[config.mk]
export PLATFORM = sky130hd
export DESIGN_NAME = response_frame_tx_flat
export DESIGN_NICKNAME = d
export VERILOG_FILES = /design/src/rtl/response_frame_tx_if.sv /design/src/rtl/response_frame_tx.sv /design/src/flat_wrapper.sv
export SDC_FILE = /design/constraint.sdc
export NUM_CORES = 1
export LEC_CHECK = 0
export ABC_AREA = 1
export CORE_UTILIZATION = 55
export CTS_CLUSTER_SIZE = 16
export DETAILED_ROUTE_END_ITERATION = 6
export PLACE_DENSITY = 0.81
export SETUP_SLACK_MARGIN = 0.05
export SKIP_LAST_GASP = 1
export SLEW_MARGIN = 20
export SYNTH_ARGS = -nofsm -noshare
export SYNTH_HDL_FRONTEND = slang
export SYNTH_SLANG_ARGS = --single-unit
[constraint.sdc]
create_clock -name clk -period 1.9 [get_ports clk]
set_input_delay 0.38 -clock clk [delete_from_list [all_inputs] [get_ports clk]]
set_output_delay 0.38 -clock clk [all_outputs]
set_load 0.005 [all_outputs]
[src/rtl/response_frame_tx_if.sv]
// Handshake bundle between the response framer, the response FIFO and the UART transmitter.
interface response_frame_tx_if #(
    parameter int WORD_BITS = 32,
    parameter int DATA_BITS = 8
);
    logic                 start;
    logic                 fifo_empty;
    logic [WORD_BITS-1:0] fifo_dout;
    logic                 fifo_re;
    logic                 tx_busy;
    logic [DATA_BITS-1:0] tx_data;
    logic                 tx_enable;
    logic                 busy;
    logic                 done;

    modport master (
        input  start, fifo_empty, fifo_dout, tx_busy,
        output fifo_re, tx_data, tx_enable, busy, done
    );

    modport slave (
        output start, fifo_empty, fifo_dout, tx_busy,
        input  fifo_re, tx_data, tx_enable, busy, done
    );
endinterface

[src/rtl/response_frame_tx.sv]
// Response framer: header, 16-bit word count, then NUM_WORDS FIFO words sent MSB byte first over UART.
// Optional trailing XOR checksum byte when RESP_FRAME_CHECKSUM_EN is defined.
module response_frame_tx #(
    parameter int         WORD_BITS   = 32,
    parameter int         DATA_BITS   = 8,
    parameter int         NUM_WORDS   = 40,
    parameter logic [7:0] RESPONSE_ID = 8'b10101011
) (
    input logic               clk,
    input logic               reset,
    response_frame_tx_if.master bus
);
    localparam int BYTES  = WORD_BITS / DATA_BITS;
    localparam int BIDX_W = (BYTES > 1) ? $clog2(BYTES) : 1;
    localparam logic [BIDX_W-1:0] LAST_BYTE = BIDX_W'(BYTES - 1);
    localparam logic [15:0]       LAST_WORD = 16'(NUM_WORDS - 1);
    localparam logic [15:0]       COUNT     = 16'(NUM_WORDS);

    typedef enum logic [2:0] {
        IDLE, LOAD_BYTE, SEND, WAIT_HI, WAIT_LO, FETCH, LATCH, DONE
    } state_t;

    typedef enum logic [2:0] {
        F_HDR, F_CNT_HI, F_CNT_LO, F_PAYLOAD, F_CSUM
    } field_t;

    state_t               state, state_nx;
    field_t               field;
    logic [WORD_BITS-1:0] shreg;
    logic [BIDX_W-1:0]    byte_idx;
    logic [15:0]          word_cnt;
    logic [DATA_BITS-1:0] tx_data_q;
    logic                 tx_enable_q;
    logic                 fifo_re_c;
    logic                 last_byte;
    logic                 last_word;
    logic [DATA_BITS-1:0] next_byte;
`ifdef RESP_FRAME_CHECKSUM_EN
    logic [7:0]           csum;
`endif

    assign last_byte = (byte_idx == LAST_BYTE);
    assign last_word = (word_cnt == LAST_WORD);

    always_comb begin
        next_byte = '0;
        case (field)
            F_CNT_HI:  next_byte = DATA_BITS'(COUNT[15:8]);
            F_CNT_LO:  next_byte = DATA_BITS'(COUNT[7:0]);
            F_PAYLOAD: next_byte = shreg[WORD_BITS-1 -: DATA_BITS];
`ifdef RESP_FRAME_CHECKSUM_EN
            F_CSUM:    next_byte = DATA_BITS'(csum);
`endif
            default:   next_byte = '0;
        endcase
    end

    always_ff @(posedge clk) begin
        if (reset) state <= IDLE;
        else       state <= state_nx;
    end

    always_comb begin
        state_nx  = state;
        fifo_re_c = 1'b0;
        case (state)
            IDLE:      if (bus.start) state_nx = SEND;
            LOAD_BYTE: state_nx = SEND;
            SEND:      if (!bus.tx_busy) state_nx = WAIT_HI;
            WAIT_HI:   if (bus.tx_busy) state_nx = WAIT_LO;
            WAIT_LO: begin
                if (!bus.tx_busy) begin
                    case (field)
                        F_HDR, F_CNT_HI: state_nx = LOAD_BYTE;
                        F_CNT_LO:        state_nx = FETCH;
                        F_PAYLOAD: begin
                            if (!last_byte)      state_nx = LOAD_BYTE;
                            else if (!last_word) state_nx = FETCH;
                            else begin
`ifdef RESP_FRAME_CHECKSUM_EN
                                state_nx = LOAD_BYTE;
`else
                                state_nx = DONE;
`endif
                            end
                        end
                        default:         state_nx = DONE;
                    endcase
                end
            end
            FETCH: begin
                if (!bus.fifo_empty) begin
                    fifo_re_c = 1'b1;
                    state_nx  = LATCH;
                end
            end
            LATCH:   state_nx = LOAD_BYTE;
            DONE:    state_nx = IDLE;
            default: state_nx = IDLE;
        endcase
    end

    // Field/byte/word bookkeeping advances only when a byte has fully left the UART.
    always_ff @(posedge clk) begin
        if (reset) begin
            field       <= F_HDR;
            shreg       <= '0;
            byte_idx    <= '0;
            word_cnt    <= '0;
            tx_data_q   <= '0;
            tx_enable_q <= 1'b0;
`ifdef RESP_FRAME_CHECKSUM_EN
            csum        <= '0;
`endif
        end else begin
            tx_enable_q <= (state == SEND) && !bus.tx_busy;
            case (state)
                IDLE: begin
                    if (bus.start) begin
                        tx_data_q <= DATA_BITS'(RESPONSE_ID);
                        field     <= F_HDR;
                        byte_idx  <= '0;
                        word_cnt  <= '0;
`ifdef RESP_FRAME_CHECKSUM_EN
                        csum      <= '0;
`endif
                    end
                end
                LOAD_BYTE: begin
                    tx_data_q <= next_byte;
`ifdef RESP_FRAME_CHECKSUM_EN
                    if (field != F_CSUM) csum <= csum ^ 8'(next_byte);
`endif
                end
                LATCH: shreg <= bus.fifo_dout;
                WAIT_LO: begin
                    if (!bus.tx_busy) begin
                        case (field)
                            F_HDR:    field <= F_CNT_HI;
                            F_CNT_HI: field <= F_CNT_LO;
                            F_CNT_LO: field <= F_PAYLOAD;
                            F_PAYLOAD: begin
                                if (last_byte) begin
                                    byte_idx <= '0;
                                    if (last_word) field <= F_CSUM;
                                    else           word_cnt <= word_cnt + 16'd1;
                                end else begin
                                    byte_idx <= byte_idx + 1'b1;
                                    shreg    <= shreg << DATA_BITS;
                                end
                            end
                            default: field <= field;
                        endcase
                    end
                end
                default: ;
            endcase
        end
    end

    assign bus.fifo_re   = fifo_re_c;
    assign bus.tx_enable = tx_enable_q;
    assign bus.tx_data   = tx_data_q;
    assign bus.busy      = (state != IDLE) && (state != DONE);
    assign bus.done      = (state == DONE);
endmodule

[src/flat_wrapper.sv]
// flat-port wrapper written by rule: the top's interface ports become plain ports
module response_frame_tx_flat 
#(
    parameter int         WORD_BITS   = 32,
    parameter int         DATA_BITS   = 8,
    parameter int         NUM_WORDS   = 40,
    parameter logic [7:0] RESPONSE_ID = 8'b10101011
)
  (clk, reset, bus_start, bus_fifo_empty, bus_fifo_dout, bus_tx_busy, bus_fifo_re, bus_tx_data, bus_tx_enable, bus_busy, bus_done);
  response_frame_tx_if #(.WORD_BITS(WORD_BITS), .DATA_BITS(DATA_BITS)) bus_i ();
  input logic clk;
  input logic reset;
  input wire logic [$bits(bus_i.start)-1:0] bus_start;
  input wire logic [$bits(bus_i.fifo_empty)-1:0] bus_fifo_empty;
  input wire logic [$bits(bus_i.fifo_dout)-1:0] bus_fifo_dout;
  input wire logic [$bits(bus_i.tx_busy)-1:0] bus_tx_busy;
  output wire logic [$bits(bus_i.fifo_re)-1:0] bus_fifo_re;
  output wire logic [$bits(bus_i.tx_data)-1:0] bus_tx_data;
  output wire logic [$bits(bus_i.tx_enable)-1:0] bus_tx_enable;
  output wire logic [$bits(bus_i.busy)-1:0] bus_busy;
  output wire logic [$bits(bus_i.done)-1:0] bus_done;
  assign bus_i.start = bus_start;
  assign bus_i.fifo_empty = bus_fifo_empty;
  assign bus_i.fifo_dout = bus_fifo_dout;
  assign bus_i.tx_busy = bus_tx_busy;
  assign bus_fifo_re = bus_i.fifo_re;
  assign bus_tx_data = bus_i.tx_data;
  assign bus_tx_enable = bus_i.tx_enable;
  assign bus_busy = bus_i.busy;
  assign bus_done = bus_i.done;
  response_frame_tx #(.WORD_BITS(WORD_BITS), .DATA_BITS(DATA_BITS), .NUM_WORDS(NUM_WORDS), .RESPONSE_ID(RESPONSE_ID)) u_core (.clk(clk), .reset(reset), .bus(bus_i));
endmodule
After elaboration in Yosys (flattened, before gate mapping)
Cells that the tools add are included.
{"block": "op_classes", "n_reduce_logical": 16, "addsub": 2, "n_mux": 35, "eq_ne": 25}
{"op": "$mux 32", "count": 3}
{"op": "$mux 16", "count": 5}
{"op": "$pmux 32 s2", "count": 1}
{"op": "$pmux 16 s2", "count": 1}
{"op": "$pmux 8 s2", "count": 2}
{"op": "$mux 3", "count": 10}
{"op": "$pmux 3 s8", "count": 1}
{"op": "$add 16x1->16 const B", "count": 1}
{"op": "$eq 16x6->1 const B", "count": 1}
{"op": "$ne 2x2->1 const B", "count": 7}
{"op": "$eq 3x2->1 const B", "count": 4}
{"op": "$eq 3x3->1 const B", "count": 4}
{"op": "$pmux 3 s4", "count": 1}
{"op": "$reduce_and 6->1", "count": 2}
{"op": "$mux 2", "count": 5}
{"op": "$pmux 3 s3", "count": 1}
{"op": "$mux 8", "count": 1}
{"op": "$reduce_and 4->1", "count": 2}
{"op": "$eq 3x1->1 const B", "count": 2}
{"op": "$logic_not 3->1", "count": 2}
{"op": "$ne 3x2->1 const B", "count": 2}
{"op": "$pmux 3 s2", "count": 1}
{"op": "$reduce_bool 2->1", "count": 3}
{"op": "$ne 5x4->1 const B", "count": 1}
{"op": "12 further kinds", "count": 15}
{"block": "word_totals", "reg_bits": 65, "out_inout_bits": 12, "wordCells": 85, "in_bits": 37}

Longest topological paths before layout
Gate-level depths: netlist of the first run.
{"block": "depth", "depth_word": 6, "mapped_depth": 11, "ltp_nobuf": 11}

Worst setup path before layout of the first run
Ideal clock, no wire load.
{"block": "synth_path", "path_type": "reg-to-reg", "from": "register u_core.word_cnt[0]", "to": "register u_core.word_cnt[10]", "path_stages_with_launch": 12, "path_buffers": 1, "t_required_ns": 1.757, "arrival_ns": 1.470, "synth_period_minus_slack_ns": 1.613, "setup_slack_ns": 0.287, "setup_ns": 0.143, "cell_sequence": "dfxtp_1 -> ha_1 -> nand2_1 -> inv_1 -> nand2_1 -> nor2_1 -> nand3_1 -> nand2_2 -> nor2_8 -> buf_6 -> nand2_1 -> a21oi_2"}
{"block": "synth_between", "elab_chain_cells": 6, "word_cells_on_any_way": 9, "cone_classes": "add/sub: 1; eq/ne: 2; mux: 5; reduce/logical: 1"}
{"item": "start: declaration", "line_no": "response_frame_tx.sv:31", "rtl": "logic [15:0] word_cnt;"}
{"item": "start signal: assignment", "line_no": "response_frame_tx.sv:146", "rtl": "else word_cnt <= word_cnt + 16'd1;"}
{"item": "$add 16x1->16", "line_no": "response_frame_tx.sv:146"}
{"item": "$mux 16", "line_no": "response_frame_tx.sv:145", "rtl": "if (last_word) field <= F_CSUM;"}
{"item": "$mux 16", "line_no": "response_frame_tx.sv:143", "rtl": "if (last_byte) begin"}
{"item": "$mux 16", "line_no": "response_frame_tx.sv:138", "rtl": "case (field)"}
{"item": "$mux 16", "line_no": "response_frame_tx.sv:137", "rtl": "if (!bus.tx_busy) begin"}
{"item": "$pmux 16 s2", "line_no": "response_frame_tx.sv:117", "rtl": "case (state)"}
Parallel ways exist; a longest one is shown, timed or not. The select of a mux whose other input is x is not followed.
A chain may end at the register's enable or synchronous reset.

Worst setup path after layout of the first run
{"block": "layout_path", "from": "register u_core.state[0]", "to": "output port bus_busy"}
{"block": "layout_between", "elab_chain_cells": 2, "word_cells_on_any_way": 3, "cone_classes": "eq/ne: 1; reduce/logical: 2"}
{"item": "start: declaration", "line_no": "response_frame_tx.sv:27", "rtl": "state_t state, state_nx;"}
{"item": "start signal: assignment", "line_no": "response_frame_tx.sv:60", "rtl": "else state <= state_nx;"}
{"item": "$ne 3x3->1 or $reduce_bool 3->1 (tied branches)", "line_no": "response_frame_tx.sv:164", "rtl": "assign bus.busy = (state != IDLE) && (state != DONE);"}
{"item": "$logic_and 1x1->1 *", "line_no": "response_frame_tx.sv:164"}
{"item": "end: declaration", "line_no": "flat_wrapper.sv:20", "rtl": "output wire logic [$bits(bus_i.busy)-1:0] bus_busy;"}
Mark *: on every way between the ends. The rest lies on a longest branch, timed or not.

==> results.py, run 1 <==
metrics = {
    "status": {
        "status": "completed",
    },
    "yosys": {
        "synth_area_leader_cell": "dfxtp_1",
        "synth.area.top_cells": "dfxtp_1 (38%), nand2_1 (15%), nor2_1 (8.7%), o21ai_0 (6.8%), a21oi_1 (5.2%)",
        "ys_ff_latch": 65,
        "synth-edff-count": 0,
        "yosysWarnings": 0,
        "synth_seq_area_share": 0.3759,
        "synth_top_area_share": 0.3759,
        "netlist_instances": 518,
        "synth_ff_type": "dfxtp_1",
        "yosysMostFrequentCell": "nand2_1",
        "ys_types": 34,
        "syn_nets": 557,
        "avgSynthCellArea_um2": 6.684,
        "async_flop_share": 0,
        "synth_common_cells": "nand2_1 (134), nor2_1 (80), dfxtp_1 (65)",
        "synth_area_um2": 3462,
    },
    "worst_setup_path": {
        "end_kind": "output port",
        "r2r_slack_ns": 0.19,
        "r2r_end": "u_core.shreg[21]$_SDFFE_PP0P_",
        "critical_path_class": "flip-flop to output port",
        "startpoint": "u_core.state[0]$_SDFFE_PP0P_",
        "reg2regPathDepth": 6,
        "cp_max_fo": 5,
        "arrival_ns": 1.42,
        "cp.required_ns": 1.52,
        "critPathCapture": "bus_busy",
        "r2r_start": "u_core.byte_idx[0]$_SDFFE_PP0P_",
        "worstSetupStartpointType": "flip-flop",
    },
    "cells_and_area": {
        "area_growth_pct": 26.60,
        "diodes": 0,
        "finalNetCount": 616,
        "final_layout_size_suffix_gt1_frac": 0.1443,
    },
    "worst_hold_path": {
        "hp-class": "flip-flop to flip-flop",
    },
    "place": {
        "hpwl_um": 5634,
        "gp_congestion": 0.8892,
        "port_buffers": 48,
        "pre_cts_ws_ns": 0.08984,
    },
    "detailed_routing": {
        "ant_nets": 0,
        "routed_wl_um": 8455,
        "wl_per_cell_um": 12.87,
        "drt_iter0_markers": 214,
        "via_per_inst": 5.327,
        "firstDrtPassIters": 4,
        "drc": 0,
        "via_count": 3500,
    },
    "grt": {
        "grt_remaining_overflow": 0,
        "grt_pass1_wl_um": 13880,
        "antenna_found_initial": 0,
        "grt_max_degree": 36,
        "grt_util_all_layers": 0.2729,
        "grt_pass1_vias": 3158,
    },
    "cts": {
        "clock_sinks": 65,
        "htreeDepth": 3,
        "postCtsHoldBufs": 0,
        "clk_latency_ns": 0.35,
        "clkTransAtPathRegs_ns": 0.08,
        "clock_path_buffers": 2,
        "numCtsBuffers": 9,
        "cts_root_buf": "clkbuf_8",
        "cts_tree": "built",
    },
    "timing": {
        "finalHoldViolCount": 0,
        "setup_viol": 0,
        "max_freq_ghz": 0.5559,
        "whs_ns": 0.4516,
        "worst_pin_slew_ns": 0.4112,
        "slew_violations": 0,
        "tns_ns": 0,
        "relSlewSlack": 0.7238,
        "setup_ws_ns": 0.1012,
        "period_share": 0.9467,
        "fin_crit_ns": 1.799,
        "rsz0062_at_grt": "false",
        "clock_skew_ns": 0.009269,
    },
    "floorplanning": {
        "start_util": 0.5779,
        "ios": 49,
        "die_x_um": 81.34,
        "die_h_um": 81.34,
        "die-area_um2": 6616,
        "core_area_um2": 5991,
        "num_rows": 28,
    },
    "power_and_ir_drop": {
        "p_leak_uw": 0.001726,
        "power.total_uw": 3821,
        "peakVddDrop_uv": 565.1,
        "power_density_nw_per_um2": 871.8,
    },
    "run": {
        "max_cap_viol_count": 0,
    },
}
[area by class of cell]
cell class              instances  area [µm²]
clock buffers                   9       123.9
clock inverters                 7       103.9
fillers                       528        1608
inverters                      46       175.2
multi-input cells             385        1879
flip-flops and latches         65        1308
well taps                      75       93.84
repair buffers                 70       699.4
[metrics by stage]
stage	cell area (µm²)	std cells	utilization
6_report	4383	657	0.7316
3_3_place_gp	4089	637	0.6825
3_5_place_dp	4089	637	0.6825
4_1_cts	4334	654	0.7235
2_1_floorplan	3462	518	-
5_1_grt	4383	657	0.7316
[per-layer routing]
| layer | share of wire | vias to the layer above | routed length [µm] | global-route usage |
|---|---|---|---|---|
| met4 | 0.015 | 0 | 127 | 0.1071 |
| met2 | 0.49 | 96 | 4161 | 0.4675 |
| li1 | - | 1783 | - | - |
| met5 | 0 | - | 0 | 0 |
| met3 | 0.042 | 13 | 353 | 0.05506 |
| met1 | 0.45 | 1608 | 3811 | 0.3320 |
[placed cells by master (no fill, tap or decap), types with 3 or more instances in the layout]
master and n:
a21oi_1 36, a21oi_2 10, a22oi_1 3, buf_12 4
buf_4 17, clkbuf_8 9, clkdlybuf4s50_1 45, dfxtp_1 62
inv_1 40, inv_2 5, nand2_1 133, nand2_2 13
nand2_4 3, nand3_1 22, nand4_1 6, nor2_1 78
nor2_2 3, nor3_1 4, o21ai_0 47, o21ai_1 5
xor2_1 5
[state kept, by name, indices dropped and copies added, names as in the netlist]
| signal | count |
|---|---|
| u_core.shreg | 32 |
| u_core.word_cnt | 16 |
| u_core.bus.tx_data | 8 |
| u_core.field | 3 |
| u_core.state | 3 |
| u_core.byte_idx | 2 |
| u_core.bus.tx_enable | 1 |
[cells by family (layout without fill, tap and decap cells)]
| kind of cell | after synthesis | after routing | synth area share |
|---|---|---|---|
| buffers and inverters | 68 | 132 | 0.08818 |
| AO/OA/AOI/OAI | 107 | 107 | 0.1724 |
| XOR/XNOR | 6 | 6 | 0.01518 |
| AND/OR/NAND/NOR | 270 | 270 | 0.3412 |
| adder cells (fa/ha/maj) | 2 | 2 | 0.007227 |
| flip-flops | 65 | 65 | 0.3759 |
[worst min-delay path by stage]
stage | from | end | cells past startpoint
final | u_core.shreg[17]$_SDFFE_PP0P_ | u_core.shreg[17]$_SDFFE_PP0P_ | 2
after global routing | u_core.shreg[17]$_SDFFE_PP0P_ | u_core.shreg[17]$_SDFFE_PP0P_ | 2
after CTS | u_core.shreg[17]$_SDFFE_PP0P_ | u_core.shreg[17]$_SDFFE_PP0P_ | 2
after detailed placement | u_core.shreg[18]$_SDFFE_PP0P_ | u_core.shreg[18]$_SDFFE_PP0P_ | 2
after global placement | u_core.shreg[14]$_SDFFE_PP0P_ | u_core.shreg[14]$_SDFFE_PP0P_ | 2
after floorplan | u_core.shreg[10]$_SDFFE_PP0P_ | u_core.shreg[10]$_SDFFE_PP0P_ | 2
[timing repair]
| action | CTS | global route |
|---|---|---|
| buffers inserted | 1 | 3 |
| gates resized for setup | 7 | 8 |
| setup endpoints to repair | 3 | 22 |
| pin swaps | 1 | 1 |
[worst max-delay path, cell delays in order, from the launching register on]
cell and delay (ns):
dfxtp_1 0.35, buf_4 0.14, nand2_1 0.10, nor2_2 0.16
nor2_1 0.06, dlygate4sd2_1 0.26
[power breakdown]
group / switching, µW / internal [µW]
combinational: 528 / 395
sequential: 71.2 / 1480
clock: 595 / 751
(Power assumes the default switching activity.)
==> run 2: changes to the inputs <==
- CORE_UTILIZATION: 55 -> 59
- PLACE_DENSITY: 0.81 -> 0.86
- clock period: 1.9 -> 2.15 ns (I/O delays scaled with it)
==> run 2 against run 1 <==
Compared with the run above: cell area decreased by 3.8%; worst hold slack got worse by 0.0020 ns; largest power group unchanged; wire length decreased by 5.3%; critical path depth unchanged; combinational power decreased by 21%; utilization increased by 2.5 points; flip-flop and latch count unchanged; global-route usage increased by 0.74 points; register-to-register slack improved by 0.05 ns; highest routed layer unchanged; die area decreased by 6.6%; clock skew increased by 0.00060 ns.
==> results.py, run 2 (synthesized netlist as in run 1, its figures left out) <==
metrics = {
    "cts": {
        "clock_path_buffers": 2,
        "numCtsBuffers": 9,
        "cts_tree": "built",
        "clk_latency_ns": 0.35,
        "cts_root_buf": "clkbuf_8",
        "clock_sinks": 65,
        "htreeDepth": 3,
        "postCtsHoldBufs": 0,
        "clkTransAtPathRegs_ns": 0.08,
    },
    "worst_hold_path": {
        "hp-class": "flip-flop to flip-flop",
    },
    "worst_setup_path": {
        "end_kind": "output port",
        "crit_chain": "buf_4, nand2_2, nor2_2, nor2_1, clkdlybuf4s50_1",
        "cp.required_ns": 1.72,
        "path_buf_inv": 2,
        "cp_top_family": "buffers and inverters",
        "cp_max_fo": 5,
        "critical_path_class": "flip-flop to output port",
        "arrival_ns": 1.55,
        "max_stage_delay_ns": 0.49,
        "worstSetupStartpointType": "flip-flop",
        "worst_path_max_delay_cell": "clkdlybuf4s50_1",
    },
    "cells_and_area": {
        "final_cell_mix": "nand2_1 (133), nor2_1 (79), dfxtp_1 (62), o21ai_0 (47), clkdlybuf4s50_1 (47)",
        "diodes": 0,
        "largest-register": "u_core.shreg",
        "postLayoutCoreUtil": 0.7562,
        "area_growth_pct": 21.76,
        "final_layout_size_suffix_gt1_frac": 0.1164,
        "final_common_cell": "nand2_1",
        "final_area_um2": 4215,
        "finalNetCount": 601,
        "largest_register_ffs": 32,
    },
    "detailed_routing": {
        "drc": 0,
        "wl_per_cell_um": 12.53,
        "via_count": 3358,
        "drt_iter0_markers": 203,
        "firstDrtPassIters": 4,
        "ant_nets": 0,
        "routed_wl_um": 8005,
        "via_per_inst": 5.255,
    },
    "timing": {
        "fin_crit_ns": 1.982,
        "setup_ws_ns": 0.1677,
        "finalHoldViolCount": 0,
        "rsz0062_at_grt": "false",
        "setup_viol": 0,
        "clock_skew_ns": 0.009868,
        "whs_ns": 0.4496,
        "period_share": 0.9220,
        "relSlewSlack": 0.6616,
        "worst_pin_slew_ns": 0.5076,
        "slew_violations": 0,
        "tns_ns": 0,
        "max_freq_ghz": 0.5045,
    },
    "floorplanning": {
        "ios": 49,
        "die-area_um2": 6178,
        "die_x_um": 78.60,
        "num_rows": 27,
        "start_util": 0.6211,
        "die_h_um": 78.60,
        "core_area_um2": 5574,
    },
    "grt": {
        "grt_pass1_vias": 3200,
        "grt_remaining_overflow": 0,
        "antenna_found_initial": 0,
        "grt_util_all_layers": 0.2803,
        "grt_max_degree": 58,
        "grt_pass1_wl_um": 13650,
    },
    "place": {
        "hpwl_um": 5392,
        "port_buffers": 48,
        "pre_cts_ws_ns": 0.1867,
        "gp_congestion": 0.8581,
        "dpl_cell_area_um2": 3958,
    },
    "status": {
        "status": "completed",
    },
    "power_and_ir_drop": {
        "power_density_nw_per_um2": 771.6,
        "p_leak_uw": 0.001627,
        "peakVddDrop_uv": 488.1,
    },
    "run": {
        "max_cap_viol_count": 0,
    },
}
==> run 2: cell types whose count changed in the layout (fill, tap and decap cells not counted), moves of 2 or more <==
cell / previous run / this run
buf_4: 17 / 6
buf_12: 4 / 1
clkdlybuf4s50_1: 45 / 47
dlygate4sd2_1: 2 / 0
==> run 2: area by class of cell <==
cell class	count	area, µm²
repair buffers	55	548.0
clock buffers	10	127.6
well taps	72	90.09
multi-input cells	385	1872
fillers	429	1359
clock inverters	6	92.59
flip-flops and latches	65	1310
inverters	46	175.2
==> run 2: per-layer routing <==
metal / vias to the layer above / track usage / share of wire
li1: 1751 / - / -
met1: 1474 / 0.3350 / 0.45
met2: 124 / 0.4765 / 0.47
met3: 9 / 0.06512 / 0.065
met4: 0 / 0.1222 / 0.011
met5: - / 0 / 0
==> run 2: final timing paths <==
path | from | to | slack, ns | depth (start not counted)
worst max-delay path | u_core.state[0]$_SDFFE_PP0P_ | bus_busy | 0.17 | 5
worst min register to register | u_core.shreg[12]$_SDFFE_PP0P_ | u_core.shreg[12]$_SDFFE_PP0P_ | 0.45 | 2
worst max register to register | u_core.state[0]$_SDFFE_PP0P_ | u_core.shreg[24]$_SDFFE_PP0P_ | 0.24 | 9
worst min-delay path | u_core.shreg[12]$_SDFFE_PP0P_ | u_core.shreg[12]$_SDFFE_PP0P_ | 0.45 | 2
==> run 2: metrics by stage <==
step / power, µW / cells
floorplan: 1899 / 518
global placement: 2071 / 622
detailed placement: 2095 / 622
CTS: 3253 / 639
global route: 3405 / 639
finish: 3252 / 639
==> run 2: where the power goes <==
part	switching [µW]	internal [µW]	leakage [µW]
Clock	498	657	0.000103
Combinational	443	285	0.000994
Sequential	61.0	1310	0.000530
Total	1000	2250	0.00163
==> run 2: tightest hold or removal path: stages (launching register included) <==
cell and delay (ns):
dfxtp_1 0.30, inv_1 0.05, a21oi_1 0.05
==> run 2: repair_timing <==
item	in CTS	in global routing
buffers inserted	1	0
setup endpoints to repair	1	5
pin swaps	1	0
gates resized for setup	6	5
